### src/rtl/pc_sequencer_pkg.sv
// Shared types and constants for the PC sequencer: state encoding,
// branch-target table index width and the table contents.
package pc_seq_pkg;

  // Legacy-compatible state codes; the enum below uses the same values.
  localparam logic [1:0] ST_IDLE = 2'd0;
  localparam logic [1:0] ST_RUN  = 2'd1;
  localparam logic [1:0] ST_DONE = 2'd2;

  typedef enum logic [1:0] {
    IDLE = ST_IDLE,
    RUN  = ST_RUN,
    DONE = ST_DONE
  } pc_state_t;

  // Branch-target table index width; bit LUT_AW-1 selects absolute entries.
  localparam int LUT_AW = 3;

  // Relative offsets (indices 0..3), sign-extended to the PC width on use.
  localparam int REL_OFF0 = 3;
  localparam int REL_OFF1 = -4;
  localparam int REL_OFF2 = 8;
  localparam int REL_OFF3 = -13;

  // Absolute targets (indices 4..7), zero-extended to the PC width on use.
  localparam int ABS_TGT0 = 100;
  localparam int ABS_TGT1 = 200;
  localparam int ABS_TGT2 = 300;
  localparam int ABS_TGT3 = 400;

endpackage

### src/rtl/pc_sequencer_if.sv
// Control/fetch bundle between decode, the PC sequencer and instruction ROM.
// The cycle_cnt signal exists only when PC_CYCLE_CNT_EN is defined.
interface pc_sequencer_if #(
  parameter int D = 12
`ifdef PC_CYCLE_CNT_EN
  , parameter int CNT_W = 16
`endif
) ();
  logic                            start;
  logic                            halt_req;
  logic                            stall;
  logic                            branch_en;
  logic [pc_seq_pkg::LUT_AW-1:0]   lut_addr;
  logic [D-1:0]                    pc;
  logic                            running;
  logic                            done;
`ifdef PC_CYCLE_CNT_EN
  logic [CNT_W-1:0]                cycle_cnt;
`endif

  // Controller side: drives requests, observes PC and status.
  modport master (
    output start, halt_req, stall, branch_en, lut_addr,
    input  pc, running, done
`ifdef PC_CYCLE_CNT_EN
    , input cycle_cnt
`endif
  );

  // Sequencer side.
  modport slave (
    input  start, halt_req, stall, branch_en, lut_addr,
    output pc, running, done
`ifdef PC_CYCLE_CNT_EN
    , output cycle_cnt
`endif
  );
endinterface

### src/rtl/pc_sequencer_lut.sv
// Combinational branch-target table: index -> D-bit target and absolute flag.
// Relative entries come out as D-bit two's complement, absolute ones zero-extended.
module branch_target_lut
  import pc_seq_pkg::*;
#(
  parameter int D = 12
) (
  input  logic [LUT_AW-1:0] i_lut_addr,
  output logic [D-1:0]      o_target,
  output logic              o_is_abs
);

  // Table lookup; truncation to D bits yields the two's-complement form.
  always_comb begin
    o_target = '0;
    case (i_lut_addr)
      3'd0:    o_target = D'(REL_OFF0);
      3'd1:    o_target = D'(REL_OFF1);
      3'd2:    o_target = D'(REL_OFF2);
      3'd3:    o_target = D'(REL_OFF3);
      3'd4:    o_target = D'(ABS_TGT0);
      3'd5:    o_target = D'(ABS_TGT1);
      3'd6:    o_target = D'(ABS_TGT2);
      default: o_target = D'(ABS_TGT3);
    endcase
  end

  assign o_is_abs = i_lut_addr[LUT_AW-1];

endmodule

### src/rtl/pc_sequencer.sv
// Program-counter sequencer: IDLE/RUN/DONE handshake, next-PC selection with
// halt > stall > branch > increment priority, all outputs registered.
// Optional RUN-cycle counter enabled by defining PC_CYCLE_CNT_EN.
module pc_sequencer
  import pc_seq_pkg::*;
#(
  parameter int D          = 12,
  parameter int START_ADDR = 0
`ifdef PC_CYCLE_CNT_EN
  , parameter int CNT_W    = 16
`endif
) (
  input  logic          clk,
  input  logic          reset,
  pc_sequencer_if.slave bus
);

  localparam logic [D-1:0] START_PC = D'(START_ADDR);

  pc_state_t    r_state;
  logic [D-1:0] r_pc;
  logic         r_running;
  logic         r_done;

  logic [D-1:0] w_target;
  logic         w_is_abs;
  logic [D-1:0] w_pc_next;
  logic         w_start_ok;

  branch_target_lut #(.D(D)) u_lut (
    .i_lut_addr (bus.lut_addr),
    .o_target   (w_target),
    .o_is_abs   (w_is_abs)
  );

  // start is honoured only from IDLE or DONE.
  assign w_start_ok = bus.start && (r_state != RUN);

  // RUN-state next PC (halt is handled by the state logic, which leaves PC alone).
  always_comb begin
    w_pc_next = r_pc + D'(1);
    if (bus.stall)
      w_pc_next = r_pc;
    else if (bus.branch_en)
      w_pc_next = w_is_abs ? w_target : (r_pc + w_target);
  end

  // State, PC and status flags.
  always_ff @(posedge clk) begin
    if (reset) begin
      r_state   <= IDLE;
      r_pc      <= START_PC;
      r_running <= 1'b0;
      r_done    <= 1'b0;
    end else begin
      case (r_state)
        RUN: begin
          if (bus.halt_req) begin
            r_state   <= DONE;
            r_running <= 1'b0;
            r_done    <= 1'b1;
          end else begin
            r_pc <= w_pc_next;
          end
        end
        default: begin
          if (w_start_ok) begin
            r_state   <= RUN;
            r_pc      <= START_PC;
            r_running <= 1'b1;
            r_done    <= 1'b0;
          end
        end
      endcase
    end
  end

  assign bus.pc      = r_pc;
  assign bus.running = r_running;
  assign bus.done    = r_done;

`ifdef PC_CYCLE_CNT_EN
  logic [CNT_W-1:0] r_cycle_cnt;

  // Saturating count of RUN cycles (stall and halt cycles included).
  always_ff @(posedge clk) begin
    if (reset)
      r_cycle_cnt <= '0;
    else if (w_start_ok)
      r_cycle_cnt <= '0;
    else if ((r_state == RUN) && (r_cycle_cnt != {CNT_W{1'b1}}))
      r_cycle_cnt <= r_cycle_cnt + CNT_W'(1);
  end

  assign bus.cycle_cnt = r_cycle_cnt;
`endif

endmodule

### src/flat_wrapper.sv
// flat-port wrapper written by rule: the top's interface ports become plain ports
module pc_sequencer_flat import pc_seq_pkg::*;
#(
  parameter int D          = 12,
  parameter int START_ADDR = 0

)
  (clk, reset, bus_start, bus_halt_req, bus_stall, bus_branch_en, bus_lut_addr, bus_pc, bus_running, bus_done);
  pc_sequencer_if #(.D(D)) bus_i ();
  input  logic clk;
  input  logic reset;
  input wire logic [$bits(bus_i.start)-1:0] bus_start;
  input wire logic [$bits(bus_i.halt_req)-1:0] bus_halt_req;
  input wire logic [$bits(bus_i.stall)-1:0] bus_stall;
  input wire logic [$bits(bus_i.branch_en)-1:0] bus_branch_en;
  input wire logic [$bits(bus_i.lut_addr)-1:0] bus_lut_addr;
  output wire logic [$bits(bus_i.pc)-1:0] bus_pc;
  output wire logic [$bits(bus_i.running)-1:0] bus_running;
  output wire logic [$bits(bus_i.done)-1:0] bus_done;
  assign bus_i.start = bus_start;
  assign bus_i.halt_req = bus_halt_req;
  assign bus_i.stall = bus_stall;
  assign bus_i.branch_en = bus_branch_en;
  assign bus_i.lut_addr = bus_lut_addr;
  assign bus_pc = bus_i.pc;
  assign bus_running = bus_i.running;
  assign bus_done = bus_i.done;
  pc_sequencer #(.D(D), .START_ADDR(START_ADDR)) u_core (.clk(clk), .reset(reset), .bus(bus_i));
endmodule
### config.mk
export PLATFORM = sky130hd
export DESIGN_NAME = pc_sequencer_flat
export DESIGN_NICKNAME = d
export VERILOG_FILES = /design/src/rtl/pc_sequencer_pkg.sv /design/src/rtl/pc_sequencer_if.sv /design/src/rtl/pc_sequencer_lut.sv /design/src/rtl/pc_sequencer.sv /design/src/flat_wrapper.sv
export SDC_FILE = /design/constraint.sdc
export NUM_CORES = 1
export LEC_CHECK = 0
export ABC_CLOCK_PERIOD_IN_PS = 7700
export CORE_ASPECT_RATIO = 0.9
export CORE_UTILIZATION = 55
export CTS_BUF_LIST = sky130_fd_sc_hd__clkbuf_16
export CTS_CLUSTER_DIAMETER = 40
export DETAILED_ROUTE_END_ITERATION = 7
export PLACE_DENSITY = 0.79
export SYNTH_ARGS = -nofsm -noshare
export SYNTH_HDL_FRONTEND = slang
export SYNTH_HIERARCHICAL = 1
export SYNTH_SLANG_ARGS = --single-unit
export TNS_END_PERCENT = 50
### constraint.sdc
create_clock -name clk -period 7.7 [get_ports clk]
set_input_delay 1.54 -clock clk [delete_from_list [all_inputs] [get_ports clk]]
set_output_delay 1.54 -clock clk [all_outputs]
set_load 0.005 [all_outputs]
* Word level (Yosys, flattened, before mapping)
Cells that the tools add are included.
** Storage, ports and cells
- Register bits :: 16
- Input port bits :: 9
- Word-level logic and storage cells :: 38
** Operators by class
- Add/subtract/negate cells :: 2
- Equality and inequality tests :: 11
- Muxes and demuxes :: 16
- Reduce and logical (&&, ||, !) cells :: 5
** Operators with widths (count)
- 12-bit one-hot mux with 7 select lines :: 1
- 12-bit two-way mux :: 6
- 12-bit by 1-bit adder with 12-bit output (second input constant) :: 1
- 12-bit adder :: 1
- 3-bit equality test (second input constant) :: 3
- 3-bit by 2-bit equality test with 1-bit output (second input constant) :: 2
- 1-bit two-way mux :: 6
- 2-bit two-way mux :: 3
- 2-bit != test (second input constant) :: 3
- 3-bit by 1-bit equality test with 1-bit output (second input constant) :: 1
- 3-bit logical NOT :: 1
- 3-bit AND reduction :: 1
- 2-bit by 1-bit equality test with 1-bit output (second input constant) :: 1
- 2-bit by 1-bit != test with 1-bit output (second input constant) :: 1
- 2-bit AND reduction :: 1
- 2-bit nonzero test :: 1
- 1-bit logical AND :: 1

* Logic depth before layout (Yosys ltp)
Gate-level depths: netlist (run 1).
- Word-level depth :: 8
- Gate-level depth with buffers :: 10
- Gate-level depth less buffers :: 10

* Cells and area by module
The synthesis (run 1) kept the hierarchy.
** By module, submodules not included
- pc_sequencer :: times used 1, cells an instance 200, area an instance 1491.4 sq um, sequential area each 280.3 sq um
- branch_target_lut :: times used 1, cells an instance 17, area an instance 97.6 sq um, sequential area each 0.0 sq um

* Worst setup path before layout (run 1)
No wires, ideal clock.
- Kind :: input port to flip-flop
- Start :: input bus_lut_addr[0]
- End :: register u_core.r_pc[8], in the netlist u_core/bus.pc[8]
- Setup time :: 0.130 ns
- Arrival :: 3.575 ns
- Path slack :: 3.994 ns
- Stages on the path :: 10
- Path buffers :: 0
- Cells stage by stage :: xor2_1 nor2_1 ha_1 fa_1 a211oi_1 o21ai_1 a221o_1 a21oi_1 mux2i_1 a31oi_1
** Between the ends
- Cells in the longest elaborated chain, start to end :: 8
- Elaborated cells between the ends (all ways) :: 14
- Classes of those cells :: add/sub (1); eq/ne (6); mux (6); reduce/logical (1)
** RTL lines
- start, declared :: RTL line flat_wrapper.sv:16 : input wire logic [$bits(bus_i.lut_addr)-1:0] bus_lut_addr;
- 3-bit equality test, or another cell as far along :: RTL line pc_sequencer_lut.sv:16 : case (i_lut_addr)
- 12-bit one-hot mux with 7 select lines * :: RTL line pc_sequencer_lut.sv:16
- net u_core.w_target[0] :: RTL line pc_sequencer.sv:25 : logic [D-1:0] w_target;
- 12-bit adder * :: RTL line pc_sequencer.sv:45 : w_pc_next = w_is_abs ? w_target : (r_pc + w_target);
- 12-bit two-way mux * :: RTL line pc_sequencer.sv:45
- 12-bit two-way mux * :: RTL line pc_sequencer.sv:44 : else if (bus.branch_en)
- 12-bit two-way mux * :: RTL line pc_sequencer.sv:42 : if (bus.stall)
- 12-bit two-way mux * :: RTL line pc_sequencer.sv:58 : if (bus.halt_req) begin
- 12-bit two-way mux * :: RTL line pc_sequencer.sv:56 : case (r_state)
- end signal, assigned :: RTL line pc_sequencer.sv:63 : r_pc <= w_pc_next;
- end, declared :: RTL line pc_sequencer.sv:21 : logic [D-1:0] r_pc;
The timed path passes the listed nets; every way through them passes the cells marked *. The select of a mux whose other input is x is not followed.
A chain may end at the register's enable or synchronous reset.

* Worst setup path in the final report (run 1)
- Start :: input bus_lut_addr[2]
- End :: register u_core.r_pc[8], in the netlist u_core/bus.pc[8]
The elaborated chain is that of the path after synthesis.

==> results of run 1 <==
-- how the worst max path moves through the flow --
| stage | start | endpoint | slack [ns] | depth (start not counted) |
|---|---|---|---|---|
| after floorplan | bus_lut_addr[0] | u_core/bus.pc[8] | 3.99 | 10 |
| after global placement | bus_lut_addr[2] | u_core/bus.pc[8] | 2.82 | 10 |
| after detailed placement | bus_lut_addr[2] | u_core/bus.pc[8] | 2.72 | 10 |
| after CTS | bus_lut_addr[2] | u_core/bus.pc[8] | 2.95 | 10 |
| after global routing | bus_lut_addr[2] | u_core/bus.pc[8] | 2.60 | 10 |
| final | bus_lut_addr[2] | u_core/bus.pc[8] | 2.88 | 10 |
-- sequential cells by signal (all words and copies together) (netlist names) --
name / count
u_core/bus.pc: 12
u_core/r_state: 2
-- stage by stage --
stage	util	total power (W)	std cells
6_report	0.682	0.000225	270
5_1_grt	0.682	0.000234	270
4_1_cts	0.682	0.000225	270
3_5_place_dp	0.654	0.000128	267
3_3_place_gp	0.654	0.000127	267
2_1_floorplan	-	0.000114	217
-- power by group through the flow --
stage | combinational, W | clock, W | sequential, W
2_1_floorplan | 0.0000359 | 0 | 0.0000776
3_3_place_gp | 0.0000488 | 0 | 0.0000779
3_5_place_dp | 0.0000503 | 0 | 0.0000780
4_1_cts | 0.0000510 | 0.0000975 | 0.0000767
5_1_grt | 0.0000572 | 0.0000997 | 0.0000770
6_report | 0.0000522 | 0.0000957 | 0.0000768
-- final cells by class --
class | count | area (um^2)
Clock buffer | 3 | 75.1
Fill cell | 244 | 875
Inverter | 6 | 22.5
Multi-Input combinational cell | 185 | 1220
Sequential cell | 14 | 280
Tap cell | 40 | 50.0
Timing Repair Buffer | 22 | 220
-- routing by layer --
| layer | wire length [um] | track usage |
|---|---|---|
| met4 | 44 | 0.0952 |
| met5 | 0 | 0 |
| met1 | 2000 | 0.413 |
| met2 | 1990 | 0.496 |
| met3 | 357 | 0.0293 |
-- cells in the final DEF, fill, tap and decap left out, drive strengths merged, types with 2 or more instances in the layout --
cell	instances
a211oi	4
a21boi	2
a21o	3
a21oi	21
a32o	2
and3	5
clkbuf	3
clkdlybuf4s50	22
dfxtp	14
ha	12
inv	6
mux2	2
mux2i	2
nand2	27
nand2b	5
nand3	7
nand4	3
nor2	13
nor2b	2
nor3	10
nor3b	4
nor4b	3
o2111ai	2
o211ai	3
o21a	2
o21ai	22
o21bai	2
o221ai	2
o22ai	2
o31ai	2
xnor2	6
xor2	4
-- kinds of logic (layout without fill, tap and decap cells) --
family	count (synthesis)	after routing	synth area share
AOI/OAI and AO/OA	74	74	0.293
xor gates and xnor gates	10	10	0.0551
adders and majority gates	13	13	0.107
buffers and inverters	18	31	0.0528
DFF	14	14	0.176
muxes	4	4	0.0268
and+or+nand+nor	84	84	0.289
-- critical path, stage by stage --
cell and delay [ns]:
clkdlybuf4s50_1 1.03, nor2_1 0.27, ha_1 0.29, fa_1 0.43, a211oi_1 0.43, o21ai_1 0.15, a221o_1 0.31, a21oi_1 0.17
mux2i_1 0.20, a31oi_1 0.10
==> impl_metrics.ini, run 1 <==
[outcome]
run_status = complete, no violations

[sta]
whs_ns = 0.511
slew_viol_final = 0
max_slew_margin = 0.368
setup_viol = 0
rsz0062_at_grt = false
fmax_mhz = 208
finClkSkew_ns = 0.000781
min_period_ns = 4.82
fin_setup_tns_ns = 0
post-route-period-util = 0.626
hold_viol_final = 0
worstMarginPinSlew_ns = 0.945
setup_ws_ns = 2.88

[synthesis]
yosysTopAreaCell = dfxtp_1
yosysSeqAreaShare = 0.176
netlist_top_cells_area = dfxtp_1 18%, ha_1 9.4%, a21oi_1 6.6%, o21ai_0 6.6%, nand2_1 6.1%
synth.distinct_cells = 50
synth_area_per_cell_um2 = 7.32
syn_area_mm2 = 0.00159
yosysTopAreaCellShare = 0.176
syn-num-nets = 239
synth-seq-cells = 14
ys_warn_count = 6
synthTopCellsByCount = 26 x nand2_1, 21 x a21oi_1, 21 x o21ai_0
postSynth.asyncResetShare = 0
synthFlopType = dfxtp_1
syn_inst = 217
synth_edf_count = 0
yosysMostFrequentCell = nand2_1

[floorplan]
ioPinCount = 23
initial_utilization = 0.578
fp.dieW_um = 58.7
placement_rows = 18
dieArea_mm2 = 0.00311
coreArea_mm2 = 0.00275
die_y_um = 53.0

[clock_network]
clkTransAtPathRegs_ns = 0.04
cts_tree = done
cts_buffers = 3
clock_sink_count = 14
cts_resized = 0
h-tree-depth = 1
cts_root_buf = clkbuf_16
clock_latency_ns = 0.24
cts_hold_buf = 0
clockBufferDepth = 2
cts_setup_buffers = 0

[routing]
drc = 0
route.antenna.remaining_nets = 0
drt-pass1-iter-count = 6
drt-total-wl_mm = 4.40
via_per_inst = 6.32
drt-wirelength-per-cell_um = 16.3
drt_iter0_drc = 149
vias = 1707

[power]
pwr-share-comb = 0.232
p_leak_nw = 0.718
sw_frac_of_total = 0.272
pwr-share-seq = 0.342
p_per_area_mw_per_mm2 = 120
pwr-share-clk = 0.426
p_int_w = 0.000164
p_sw_w = 0.0000610
ir_worst_vdd_uv = 131

[worst_hold_path]
hp-start = u_core/bus.pc[11]
min_path_cells = 2
hold_path_class = reg -> reg
whs_endpoint = u_core/bus.pc[11]

[job]
max_cap_violations = 0

[cells_and_area]
insertedDiodeCount = 0
stdcell_area_mm2 = 0.00187
drive_gt1_frac = 0.0391
nets = 254
synthToLayoutAreaGrowth_pct = 17.9

[place]
detailed_place_hpwl_mm = 3.20
place_ws_ns = 2.72
gp_congestion = 0.858
post_dp_cell_area_mm2 = 0.00180
port-buffer-count = 22

[critical_path]
arrival_ns = 4.93
ff2ff_path_depth = 8
end_kind = flop
crit_type = in -> reg
r2r-end = u_core/bus.pc[8]
cp-start-kind = input pin
path_max_fanout = 26
r2r_slack_ns = 5.14
critPathRequiredTime_ns = 7.81
r2r-start = u_core/bus.pc[0]

[global_routing]
overflow = 0
grt_util_all_layers = 0.301
antenna_found_initial = 0
grt_max_degree = 32
grt_pass1_wl_mm = 7.03
grt_pass1_vias = 1512
No activity file was read; power rests on OpenSTA's default activity.
==> run 2, diff against run 1 <==
ABC_CLOCK_PERIOD_IN_PS = 4250   (was 7700)
CORE_UTILIZATION = 49   (was 55)
PLACE_DENSITY = 0.74   (was 0.79)
clock period = 4.25 ns   (was 7.7 ns; I/O delays follow)
==> run 2 against run 1 <==
Against the previous run: sequential cell count stayed put; clock power grew 86%; sequential share of layout area is 0.14 points lower; utilization fell by 6.5 points; global-route usage shrank 3.7 points; critical path type unchanged; critical endpoint unchanged.
==> impl_metrics.ini, run 2 (synthesized netlist as in run 1, its figures left out) <==
[critical_path]
path_max_fanout = 7
cp-endpoint = u_core/bus.pc[8]
critPathRequiredTime_ns = 4.37
crit_start = bus_lut_addr[0]
worstPathCellList = clkdlybuf4s50_1 > xor2_1 > nor2_1 > ha_1 > fa_1 > a211oi_1 > o21ai_1 > a221o_1 > a21oi_1 > mux2i_1 > a31oi_1
cp-start-kind = input pin
r2r-end = u_core/bus.pc[8]
crit_family = compound AO/OA/AOI/OAI gates
cp_slowest_cell = clkdlybuf4s50_1
cpPeakStageDelay_ns = 0.59
arrival_ns = 3.84
end_kind = flop
r2r_slack_ns = 1.78
crit_type = in -> reg
r2r-start = u_core/bus.pc[0]
cp.buffers_inverters = 1
ff2ff_path_depth = 8
cp.depth = 11

[cells_and_area]
largest_reg_flops = 12
final_cell_mix = 26 x nand2_1, 22 x clkdlybuf4s50_1, 21 x a21oi_1, 21 x o21ai_0, 14 x dfxtp_1
insertedDiodeCount = 0
synthToLayoutAreaGrowth_pct = 19.0
fillers = 296
layout_commonest_cell = nand2_1
multi_input_area_mm2 = 0.00122
regArea_um2 = 280
drive_gt1_frac = 0.0474
nets = 256

[sta]
slew_viol_final = 0
hold_viol_final = 0
setup_ws_ns = 0.527
finClkSkew_ns = 0.00387
whs_ns = 0.519
setup_viol = 0
fin_setup_tns_ns = 0
max_slew_margin = 0.318
rsz0062_at_grt = false
min_period_ns = 3.72
fmax_mhz = 269
post-route-period-util = 0.876
worstMarginPinSlew_ns = 1.02

[floorplan]
dieArea_mm2 = 0.00347
coreArea_mm2 = 0.00307
fp.dieW_um = 62.0
placement_rows = 19
die_y_um = 56.0
ioPinCount = 23
initial_utilization = 0.518

[clock_network]
cts_setup_buffers = 0
clock_sink_count = 14
clock_latency_ns = 0.24
h-tree-depth = 1
cts_tree = done
cts_buffers = 3
cts_resized = 0
cts_root_buf = clkbuf_16
clkTransAtPathRegs_ns = 0.04
clockBufferDepth = 2
cts_hold_buf = 0

[global_routing]
grt_pass1_wl_mm = 6.89
grt_pass1_vias = 1409
overflow = 0
grt_util_all_layers = 0.265
antenna_found_initial = 0
grt_max_degree = 32

[place]
place_ws_ns = 0.289
detailed_place_hpwl_mm = 3.11
gp_congestion = 0.857
port-buffer-count = 22

[routing]
vias = 1682
drt_iter0_drc = 138
drc = 0
drt-total-wl_mm = 4.13
route.antenna.remaining_nets = 0
via_per_inst = 6.14
drt-pass1-iter-count = 4
drt-wirelength-per-cell_um = 15.1

[worst_hold_path]
hold_path_class = reg -> reg

[power]
p_leak_nw = 0.727
ir_worst_vdd_uv = 193
p_per_area_mw_per_mm2 = 217

[job]
max_cap_violations = 0

[outcome]
run_status = complete, no violations
==> run 2: cell count changes in the layout (fill, tap and decap cells not counted), sizes merged <==
cell | before | now
buf | 0 | 2
==> run 2: worst register-to-register path, cell delays in order (launching register included) <==
cell	delay, ns
dfxtp_1	0.38
ha_1	0.26
fa_1	0.43
a211oi_1	0.34
o21ai_1	0.14
a221o_1	0.30
a21oi_1	0.17
mux2i_1	0.22
a31oi_1	0.10
==> run 2: cell type report <==
type | count | area share
Timing Repair Buffer | 24 | 0.124
Multi-Input combinational cell | 185 | 0.648
Sequential cell | 14 | 0.148
Clock buffer | 3 | 0.0397
Tap cell | 42 | 0.0278
Inverter | 6 | 0.0119
==> run 2: how the worst min path moves through the flow <==
stage                       from                 to  slack (ns)  cells after the start
4_1_cts        u_core/bus.pc[11]  u_core/bus.pc[11]        0.52                      2
2_1_floorplan  u_core/bus.pc[11]  u_core/bus.pc[11]        0.50                      2
5_1_grt        u_core/bus.pc[11]  u_core/bus.pc[11]        0.56                      2
6_report       u_core/bus.pc[11]  u_core/bus.pc[11]        0.52                      2
3_3_place_gp   u_core/bus.pc[11]  u_core/bus.pc[11]        0.51                      2
3_5_place_dp   u_core/bus.pc[11]  u_core/bus.pc[11]        0.51                      2
==> run 2: metal layers <==
| metal | GRT usage | share of wire | routed length [um] |
|---|---|---|---|
| met1 | 0.450 | 0.50 | 2060 |
| met2 | 0.331 | 0.40 | 1670 |
| met3 | 0.0256 | 0.079 | 327 |
| met4 | 0.0889 | 0.018 | 76 |
| met5 | 0 | 0 | 0 |
==> run 2: where the power goes <==
group          total [W]  internal [W]  switching [W]
combinational  0.0000942     0.0000401      0.0000540
sequential      0.000139      0.000134     0.00000472
clock           0.000178      0.000123      0.0000544
==> run 2: stage by stage <==
stage | area [um^2] | instances | utilization | total power (W)
floorplan | 1590 | 217 | - | 0.000206
global placement | 1820 | 271 | 0.592 | 0.000233
detailed placement | 1820 | 271 | 0.592 | 0.000234
CTS | 1890 | 274 | 0.616 | 0.000410
global route | 1890 | 274 | 0.616 | 0.000430
finish | 1890 | 274 | 0.616 | 0.000411
==> run 3, diff against run 2 <==
CORE_MARGIN = 4   (was not set)
PLACE_DENSITY = 0.77   (was 0.74)
SKIP_CTS_REPAIR_TIMING = 1   (was not set)
==> run 3 against run 2 <==
Against the previous run: cell count unchanged; critical path depth unchanged; fmax shrank 1.2%; clock power about the same; combinational power fell by 0.8%; wire length up 0.53%; critical path type unchanged; critical endpoint unchanged; largest cell class unchanged; highest routed layer unchanged.
==> impl_metrics.ini, run 3 (synthesized netlist as in run 1, its figures left out) <==
[worst_hold_path]
whs_endpoint = u_core/bus.pc[11]
hp-start = u_core/bus.pc[11]
min_path_cells = 2
hold_path_class = reg -> reg

[power]
p_per_area_mw_per_mm2 = 217
p_leak_nw = 0.727
ir_worst_vdd_uv = 222

[place]
detailed_place_hpwl_mm = 3.12
port-buffer-count = 22
place_ws_ns = 0.290
gp_congestion = 0.926

[global_routing]
antenna_found_initial = 0
grt_max_degree = 28
overflow = 0
grt_pass1_wl_mm = 7.02
grt_pass1_vias = 1436
grt_util_all_layers = 0.221

[floorplan]
placement_rows = 19
coreArea_mm2 = 0.00309
fp.dieW_um = 68.0
ioPinCount = 23
die_y_um = 62.0
initial_utilization = 0.514
dieArea_mm2 = 0.00422

[clock_network]
cts_buffers = 3
h-tree-depth = 1
clock_latency_ns = 0.24
clockBufferDepth = 2
cts_root_buf = clkbuf_16
clkTransAtPathRegs_ns = 0.05
cts_tree = done
clock_sink_count = 14

[sta]
min_period_ns = 3.77
rsz0062_at_grt = false
slew_viol_final = 0
fin_setup_tns_ns = 0
finClkSkew_ns = 0.00258
max_slew_margin = 0.379
setup_viol = 0
fmax_mhz = 265
hold_viol_final = 0
setup_ws_ns = 0.481
worstMarginPinSlew_ns = 0.929
post-route-period-util = 0.887

[critical_path]
cp-start-kind = input pin
arrival_ns = 3.89
critPathRequiredTime_ns = 4.37
crit_family = compound AO/OA/AOI/OAI gates
r2r-end = u_core/bus.pc[8]
worstPathCellList = clkdlybuf4s50_1 > xor2_1 > nor2_1 > ha_1 > fa_1 > a211oi_1 > o21ai_1 > a221o_1 > a21oi_1 > mux2i_1 > a31oi_1
r2r_slack_ns = 1.76
ff2ff_path_depth = 8
crit_start = bus_lut_addr[0]
cp.buffers_inverters = 1
cp_slowest_cell = clkdlybuf4s50_1
path_max_fanout = 7
end_kind = flop
crit_type = in -> reg
r2r-start = u_core/bus.pc[0]
cpPeakStageDelay_ns = 0.61

[cells_and_area]
largest_reg_flops = 12
drive_gt1_frac = 0.0474
nets = 256
insertedDiodeCount = 0
layout_commonest_cell = nand2_1
synthToLayoutAreaGrowth_pct = 19.0
final_cell_mix = 26 x nand2_1, 22 x clkdlybuf4s50_1, 21 x a21oi_1, 21 x o21ai_0, 14 x dfxtp_1

[routing]
drc = 0
vias = 1673
drt-wirelength-per-cell_um = 15.2
route.antenna.remaining_nets = 0
drt-pass1-iter-count = 4
drt_iter0_drc = 127
drt-total-wl_mm = 4.15
via_per_inst = 6.11

[outcome]
run_status = complete, no violations

[job]
max_cap_violations = 0
run 3: worst max path at each step:
stage / to / slack (ns) / depth (start not counted)
2_1_floorplan: u_core/bus.pc[8] / 1.23 / 10
3_3_place_gp: u_core/bus.pc[8] / 0.36 / 11
3_5_place_dp: u_core/bus.pc[8] / 0.29 / 11
4_1_cts: u_core/bus.pc[8] / 0.54 / 11
5_1_grt: u_core/bus.pc[8] / 0.22 / 11
6_report: u_core/bus.pc[8] / 0.48 / 11
run 3: cell type report:
cell class / count / area [um^2]
inverter: 6 / 22.5
fill: 291 / 1200
timing repair buffer: 24 / 235
sequential: 14 / 280
tap: 42 / 52.6
clock buffer: 3 / 75.1
multi-input combinational: 185 / 1220
run 3: layer usage:
metal / GRT usage / up-vias / part of all wire
met4: 0.0850 / 0 / 0.012
met5: 0 / - / 0
met3: 0.0342 / 4 / 0.078
met1: 0.329 / 765 / 0.50
met2: 0.317 / 62 / 0.41
li1: - / 842 / -
run 3: metrics by stage:
step	utilization	power [W]	area, um^2	cells	hold slack [ns]
after floorplan	-	0.000206	1590	217	0.501
after global placement	0.587	0.000233	1820	271	0.515
after detailed placement	0.587	0.000234	1820	271	0.513
after CTS	0.612	0.000413	1890	274	0.524
after global routing	0.612	0.000433	1890	274	0.583
final	0.612	0.000411	1890	274	0.517
run 3: power by group:
group	internal [W]	total [W]	switching, W
Clock	0.000123	0.000178	0.0000549
Sequential	0.000134	0.000139	0.00000475
Combinational	0.0000402	0.0000934	0.0000533
run 3: worst register-to-register path, delay by kind of cell, from the launching register on:
kind                       cells  cell delay, ns
AOI/OAI and AO/OA              5            1.10
adders and majority gates      2            0.68
DFF                            1            0.37
muxes                          1            0.21
